`src/rtl/pipelined_alu.sv`:
```
// ============================================================================
//  Module   : pipelined_alu
//  Brief    : Two-stage valid/ready ALU with Z/C/V flags and a completed-op
//             counter. Define ALU_SAT_EN to saturate add/sub on overflow.
//  Revision : 1.0
// ============================================================================
`default_nettype none

module pipelined_alu #(
    parameter int WIDTH = 6,
    parameter int CNT_W = 8
) (
    input  logic             clk,
    input  logic             reset_n,
    input  logic             in_valid,
    output logic             in_ready,
    input  logic [2:0]       fxn_code,
    input  logic [WIDTH-1:0] a,
    input  logic [WIDTH-1:0] b,
    output logic             out_valid,
    input  logic             out_ready,
    output logic [WIDTH-1:0] result,
    output logic             flag_z,
    output logic             flag_c,
    output logic             flag_v,
    output logic [CNT_W-1:0] op_count
);

    localparam logic [WIDTH-1:0] c_one  = WIDTH'(1);
    localparam logic [WIDTH-1:0] c_zero = '0;
`ifdef ALU_SAT_EN
    localparam logic [WIDTH-1:0] c_sat_max = {1'b0, {(WIDTH-1){1'b1}}};
    localparam logic [WIDTH-1:0] c_sat_min = {1'b1, {(WIDTH-1){1'b0}}};
`endif

    logic             s1_valid_q, s1_valid_d;
    logic [2:0]       s1_fxn_q,   s1_fxn_d;
    logic [WIDTH-1:0] s1_a_q,     s1_a_d;
    logic [WIDTH-1:0] s1_b_q,     s1_b_d;
    logic             out_valid_q, out_valid_d;
    logic [WIDTH-1:0] result_q,   result_d;
    logic             flag_z_q,   flag_z_d;
    logic             flag_c_q,   flag_c_d;
    logic             flag_v_q,   flag_v_d;
    logic [CNT_W-1:0] op_count_q, op_count_d;

    logic             w_s2_adv;
    logic             w_in_ready;
    logic             w_in_fire;
    logic             w_out_fire;
    logic             w_is_sub;
    logic [WIDTH-1:0] w_b_op;
    logic [WIDTH:0]   w_sum;
    logic             w_ovf;
    logic [WIDTH-1:0] w_alu_res;
    logic             w_alu_c;
    logic             w_alu_v;

    // Subtract reuses the adder as a + ~b + 1; borrow is the inverted carry.
    always_comb begin
        w_is_sub  = s1_fxn_q[0];
        w_b_op    = w_is_sub ? ~s1_b_q : s1_b_q;
        w_sum     = {1'b0, s1_a_q} + {1'b0, w_b_op} + (WIDTH+1)'(w_is_sub);
        w_ovf     = (s1_a_q[WIDTH-1] == w_b_op[WIDTH-1]) &&
                    (w_sum[WIDTH-1] != s1_a_q[WIDTH-1]);
        w_alu_res = c_zero;
        w_alu_c   = 1'b0;
        w_alu_v   = 1'b0;
        case (s1_fxn_q)
            3'b000: w_alu_res = s1_a_q;
            3'b001: w_alu_res = s1_b_q;
            3'b010: w_alu_res = ~s1_a_q + c_one;
            3'b011: w_alu_res = ~s1_b_q + c_one;
            3'b100: w_alu_res = {{(WIDTH-1){1'b0}}, (s1_a_q > s1_b_q)};
            3'b101: w_alu_res = s1_a_q ^ s1_b_q;
            default: begin
                w_alu_res = w_sum[WIDTH-1:0];
                w_alu_c   = w_is_sub ? ~w_sum[WIDTH] : w_sum[WIDTH];
                w_alu_v   = w_ovf;
`ifdef ALU_SAT_EN
                // Overflow direction follows a's sign: positive a can only overflow upward.
                if (w_ovf) begin
                    w_alu_res = s1_a_q[WIDTH-1] ? c_sat_min : c_sat_max;
                end
`endif
            end
        endcase
    end

    always_comb begin
        w_s2_adv   = !out_valid_q || out_ready;
        w_in_ready = !s1_valid_q || w_s2_adv;
        w_in_fire  = in_valid && w_in_ready;
        w_out_fire = out_valid_q && out_ready;

        s1_valid_d  = s1_valid_q;
        s1_fxn_d    = s1_fxn_q;
        s1_a_d      = s1_a_q;
        s1_b_d      = s1_b_q;
        out_valid_d = out_valid_q;
        result_d    = result_q;
        flag_z_d    = flag_z_q;
        flag_c_d    = flag_c_q;
        flag_v_d    = flag_v_q;
        op_count_d  = op_count_q;

        if (w_in_fire) begin
            s1_valid_d = 1'b1;
            s1_fxn_d   = fxn_code;
            s1_a_d     = a;
            s1_b_d     = b;
        end else if (w_s2_adv) begin
            s1_valid_d = 1'b0;
        end

        if (w_s2_adv) begin
            out_valid_d = s1_valid_q;
            if (s1_valid_q) begin
                result_d = w_alu_res;
                flag_z_d = (w_alu_res == c_zero);
                flag_c_d = w_alu_c;
                flag_v_d = w_alu_v;
            end
        end

        if (w_out_fire) begin
            op_count_d = op_count_q + CNT_W'(1);
        end
    end

    always_ff @(posedge clk or negedge reset_n) begin
        if (!reset_n) begin
            s1_valid_q  <= 1'b0;
            s1_fxn_q    <= 3'b000;
            s1_a_q      <= c_zero;
            s1_b_q      <= c_zero;
            out_valid_q <= 1'b0;
            result_q    <= c_zero;
            flag_z_q    <= 1'b0;
            flag_c_q    <= 1'b0;
            flag_v_q    <= 1'b0;
            op_count_q  <= '0;
        end else begin
            s1_valid_q  <= s1_valid_d;
            s1_fxn_q    <= s1_fxn_d;
            s1_a_q      <= s1_a_d;
            s1_b_q      <= s1_b_d;
            out_valid_q <= out_valid_d;
            result_q    <= result_d;
            flag_z_q    <= flag_z_d;
            flag_c_q    <= flag_c_d;
            flag_v_q    <= flag_v_d;
            op_count_q  <= op_count_d;
        end
    end

    assign in_ready  = w_in_ready;
    assign out_valid = out_valid_q;
    assign result    = result_q;
    assign flag_z    = flag_z_q;
    assign flag_c    = flag_c_q;
    assign flag_v    = flag_v_q;
    assign op_count  = op_count_q;

endmodule

`default_nettype wire

```
`config.mk`:
```
export PLATFORM = sky130hd
export DESIGN_NAME = pipelined_alu
export DESIGN_NICKNAME = d
export VERILOG_FILES = /design/src/rtl/pipelined_alu.sv
export SDC_FILE = /design/constraint.sdc
export NUM_CORES = 1
export LEC_CHECK = 0
export ABC_AREA = 1
export ABC_CLOCK_PERIOD_IN_PS = 2500
export CELL_PAD_IN_SITES_DETAIL_PLACEMENT = 1
export CELL_PAD_IN_SITES_GLOBAL_PLACEMENT = 2
export CORE_ASPECT_RATIO = 0.6
export CORE_UTILIZATION = 31
export DETAILED_ROUTE_END_ITERATION = 7
export PLACE_DENSITY_LB_ADDON = 0.1
export SLEW_MARGIN = 40
export SYNTH_ARGS = -nofsm -noshare
export SYNTH_HDL_FRONTEND = slang
export SYNTH_SLANG_ARGS = --single-unit
export TNS_END_PERCENT = 30
```
`constraint.sdc`:
```
create_clock -name clk -period 2.5 [get_ports clk]
set_input_delay 0.25 -clock clk [delete_from_list [all_inputs] [get_ports clk]]
set_output_delay 0.25 -clock clk [all_outputs]
set_load 0.02 [all_outputs]
```
### Yosys cells after proc, flatten, opt, wreduce, memory -nomap -nowiden

Cells that the tools add are included.

| storage, ports and cells | value |
|---|---|
| register bits after elaboration | 34 |
| input port bits | 19 |
| output and inout bits | 19 |
| word-level logic and storage cells | 46 |

| operators by class | value |
|---|---|
| $add $sub $neg | 5 |
| $lt $le $gt $ge | 1 |
| equal/unequal tests | 7 |
| mux-type cells | 7 |
| bitwise logic cells | 4 |
| reduce and logical (&&, ||, !) cells | 12 |

Operators with widths:

| operator | count |
|---|---|
| one-hot mux 6 bit (6 select lines) | 1 |
| adder 6 x 1 -> 6 bit (second input constant) | 2 |
| inverter 6 bit | 2 |
| adder 8 x 1 -> 8 bit (second input constant) | 1 |
| adder 6 x 6 -> 7 bit | 1 |
| adder 7 x 1 -> 7 bit | 1 |
| == test 3 x 2 -> 1 bit (second input constant) | 2 |
| == test 3 bit (second input constant) | 2 |
| greater-than comparator 6 bit | 1 |
| zero test 6 bit | 1 |
| two-way mux 6 bit | 1 |
| OR reduction 6 bit | 1 |
| XOR 6 bit | 1 |
| two-way mux 1 bit | 5 |
| == test 3 x 1 -> 1 bit (second input constant) | 1 |
| logical AND 1 bit | 3 |
| zero test 3 bit | 1 |
| zero test 1 bit | 2 |
| logical OR 1 bit | 2 |
| AND reduction 2 bit | 1 |
| nonzero test 2 bit | 1 |
| == test 1 bit | 1 |
| inequality test 1 bit | 1 |
| inverter 1 bit | 1 |

### Longest topological paths before layout

| depth | value |
|---|---|
| depth in word-level cells | 7 |
| depth in mapped cells | 15 |
| mapped depth without buffers | 14 |

### Worst setup path before layout

Ideal clock, no wire load.

| timing path | value |
|---|---|
| kind | register -> register |
| start | register s1_fxn_q[0] |
| end | register flag_c_q (netlist: flag_c) |
| setup time | 0.126 ns |
| data arrival time | 1.822 ns |
| data required time | 2.374 ns |
| setup slack | 0.552 ns |
| stages on the path, launching flop included | 13 |
| buffers on the path | 2 |
| period minus slack after synthesis | 1.948 ns |
| path through | dfrtp_1 buf_6 buf_12 nor2_1 nor2_1 ha_1 a21oi_1 o21ai_0 a21o_1 a21oi_1 nand2_1 nand2_1 o21ai_0 |

| on the way | value |
|---|---|
| word-level cells in the longest chain between the ends | 6 |
| elaborated cells on any way between the ends | 13 |
| those cells by class | 2 x add/sub; 5 x eq/ne; 3 x mux; 1 x bitwise; 2 x reduce/logical |

RTL lines:

| what | line | RTL |
|---|---|---|
| start, declared | 37 | `logic [2:0] s1_fxn_q, s1_fxn_d;` |
| start signal, assigned | 145 | `s1_fxn_q <= s1_fxn_d;` |
| two-way mux 6 bit | 62 | `w_b_op = w_is_sub ? ~s1_b_q : s1_b_q;` |
| adder 6 x 6 -> 7 bit | 63 | `w_sum = {1'b0, s1_a_q} + {1'b0, w_b_op} + (WIDTH+1)'(w_is_sub);` |
| adder 7 x 1 -> 7 bit | 63 |  |
| inverter 1 bit | 78 | `w_alu_c = w_is_sub ? ~w_sum[WIDTH] : w_sum[WIDTH];` |
| two-way mux 1 bit | 78 |  |
| two-way mux 1 bit * | 69 | `case (s1_fxn_q)` |
| end signal, assigned | 151 | `flag_c_q <= flag_c_d;` |
| end, declared | 43 | `logic flag_c_q, flag_c_d;` |

Mark *: on every way between the ends. The rest lies on a longest branch, timed or not.
A chain may end at the register's enable or synchronous reset.

### Worst setup path after layout

| timing path | value |
|---|---|
| start | register s1_fxn_q[0] |
| end | register flag_z_q (netlist: flag_z) |

| on the way | value |
|---|---|
| word-level cells in the longest chain between the ends | 5 |
| elaborated cells on any way between the ends | 11 |
| those cells by class | 2 x add/sub; 5 x eq/ne; 2 x mux; 2 x reduce/logical |

RTL lines:

| what | line | RTL |
|---|---|---|
| two-way mux 6 bit | 62 |  |
| adder 6 x 6 -> 7 bit | 63 |  |
| adder 7 x 1 -> 7 bit | 63 |  |
| one-hot mux 6 bit (6 select lines) * | 69 |  |
| zero test 6 bit * | 120 | `flag_z_d = (w_alu_res == c_zero);` |
| end signal, assigned | 150 | `flag_z_q <= flag_z_d;` |
| end, declared | 42 | `logic flag_z_q, flag_z_d;` |

Marks and branches as above.

==> impl_metrics.json <==
{
  "placedCellCount": 451,
  "final_common_cell": "nand2_1",
  "gp_congestion": 0.868,
  "synth_seq_cells": 34,
  "path_cells": "buf_4, nand3_4, nand2_1, nand2_1, ha_1, o21ai_0, nand3_1, o21ai_2, nand3_1, nor2_1, nand3_1, nand2_1",
  "cts_tree": "yes",
  "end_kind": "flop",
  "syn_area_per_cell_sq_um": 7.73,
  "wire_per_inst_microns": 15.8,
  "syn_area_sq_mm": 0.00240,
  "wirelength_microns": 7260,
  "nets": 387,
  "area_growth_pct": 26.5,
  "drtIter0Drc": 75,
  "ys_types": 35,
  "fmax_ghz": 0.444,
  "ctsRootBufferMaster": "clkbuf_16",
  "synth-simple-area-share_pct": 31.5,
  "antenna_found_initial": 0,
  "synth.area.mux_share_pct": 0.937,
  "grt_pass1_vias": 2185,
  "hold_viol": 0,
  "fin_crit_sh_pct": 90.2,
  "critPathKind": "flop to flop",
  "rows": 24,
  "irDropWorstVdd_uv": 307,
  "diodes": 0,
  "timing.rr.start": "s1_fxn_q[0]$_DFFE_PN0P_",
  "stdcell_count": 459,
  "grt_pass1_wl_microns": 12100,
  "ctsHoldBuffers": 0,
  "grt_setup_unrepaired": "no",
  "ys.warnings.count": 0,
  "via_per_inst": 4.75,
  "critPathRequiredTime_ns": 2.72,
  "clockBufferDepth": 2,
  "crit_fanout": 10,
  "cp-start-kind": "flop",
  "synth_cells": 311,
  "io_buffers": 37,
  "p_leak_uw": 0.00146,
  "drtAntennaViolNets": 0,
  "firstDrtPassIters": 4,
  "yosys.area_share.adder_pct": 7.60,
  "dr_total_vias": 2181,
  "status": "completed",
  "grt_max_degree": 35,
  "setup_viol": 0,
  "cap_violations": 0,
  "dieArea_sq_mm": 0.00813,
  "dp_hpwl_microns": 5980,
  "postLayoutCoreUtil_pct": 41.2,
  "fin_setup_tns_ns": 0,
  "grt_overflow_total": 0,
  "slew_headroom_pct": 65.9,
  "cp.arrival_ns": 2.48,
  "die_h_microns": 70.2,
  "post_cts_buffers": 0,
  "clkLatencyLatePin_ns": 0.28,
  "r2r-end": "flag_z$_DFFE_PN0P_",
  "power_density_mw_per_mm2": 966,
  "drive_above_1_share_pct": 13.8,
  "cts_num_sinks": 34,
  "finClkSkew_ns": 0.00239,
  "start_util_pct": 32.6,
  "hold_path.class": "primary input to async pin",
  "synth_top_family_by_area": "simple AND/OR/NAND/NOR gates",
  "min_period_ns": 2.25,
  "cts_buffers": 5,
  "h-tree-depth": 2,
  "mostFrequentLayoutCells": "nand2_1 (77), clkdlybuf4s50_1 (37), dfrtp_1 (34), nor2_1 (31), inv_1 (30)",
  "finalMaxSlewViolations": 0,
  "crit_path_max_incr_delay_ns": 0.47,
  "cp_top_family": "simple AND/OR/NAND/NOR gates",
  "ys_seq_area_share_pct": 35.4,
  "synth-compound-area-share_pct": 11.0,
  "grt_use_total_pct": 20.0,
  "rrSetupSlack_ns": 0.25,
  "synth-xor-area-share_pct": 4.01,
  "worst_r2r_path_depth": 12,
  "critPathSlowestCell": "dfrtp_1",
  "worstMarginPinSlew_ns": 0.506,
  "drc": 0,
  "critPathBufInv": 1,
  "clkSlewWorstSetupHoldPaths_ns": 0.06,
  "pin_count": 38,
  "die_x_microns": 116,
  "synth_fp_nets": 344,
  "design.core.area_sq_mm": 0.00739,
  "cts_resized": 0
}
## final cells by class
type                       instances  area [sq um]
tap                              104           130
multi-input combinational        232          1320
clock inverter                     1          30.0
timing repair buffer              44           423
clock buffer                       7           133
inverter                          37           151
fill                             951          4350
sequential                        34           851
## stage by stage
step	instance area (sq um)	power (uW)	hold WS (ns)	setup slack, ns
finish	3040	2940	0.397	0.245
global route	3040	3150	0.460	0.0272
CTS	3040	2960	0.424	0.242
detailed placement	2880	2240	0.472	0.246
global placement	2880	2220	0.461	0.292
floorplan	2400	1720	-0.0456	0.552
## cell families after synthesis
kind of cell | after synthesis
fa+ha+maj | 14
flops | 34
buf+inv | 45
mux | 2
xor+xnor | 11
compound gates | 45
simple gates | 160
## worst max-delay path by stage
stage	from	to	slack [ns]	depth (start not counted)
2_1_floorplan	s1_fxn_q[0]$_DFFE_PN0P_	flag_c$_DFFE_PN0P_	0.55	12
3_3_place_gp	s1_fxn_q[0]$_DFFE_PN0P_	flag_z$_DFFE_PN0P_	0.29	13
3_5_place_dp	s1_fxn_q[0]$_DFFE_PN0P_	flag_z$_DFFE_PN0P_	0.25	13
4_1_cts	s1_fxn_q[0]$_DFFE_PN0P_	flag_z$_DFFE_PN0P_	0.24	13
5_1_grt	s1_fxn_q[0]$_DFFE_PN0P_	flag_z$_DFFE_PN0P_	0.03	13
6_report	s1_fxn_q[0]$_DFFE_PN0P_	flag_z$_DFFE_PN0P_	0.25	12
## report_power, final
group / internal, uW / leakage, uW / switching [uW]
clock network: 471 / 0.0000781 / 238
logic: 564 / 0.000981 / 809
registers: 702 / 0.000404 / 152
## Yosys cell counts (all sizes together)
library cell | n | share of area, %
inv | 37 | 6.3
nand2 | 87 | 15
o22ai | 4 | 1.0
xor2 | 6 | 2.2
nand3b | 2 | 0.62
ha | 13 | 6.8
buf | 7 | 3.1
clkbuf | 1 | 0.16
xnor2 | 5 | 1.8
o211ai | 1 | 0.31
nor3 | 2 | 0.42
nor2 | 38 | 7.5
mux2 | 2 | 0.94
a21o | 1 | 0.31
o21ai | 16 | 4.1
nand3 | 26 | 6.9
o21a | 1 | 0.31
a21oi | 21 | 4.4
fa | 1 | 0.83
nand4 | 5 | 1.3
a211oi | 1 | 0.52
dfrtp | 34 | 35
## sequential cells by signal, indices dropped and copies added, names as in the netlist
signal and flops:
out_valid 1, s1_fxn_q 3, op_count 8, result 6, s1_valid_q 1, s1_b_q 6, flag_v 1, flag_c 1
flag_z 1, s1_a_q 6
## per-layer routing
metal	part of all wire [%]	wire length (microns)	track usage [%]
met2	35	2530	24.0
met5	0	0	0
met1	61	4410	34.7
met3	3.5	252	3.91
met4	0.91	66	3.85
Power figures use the tool's default switching activity.
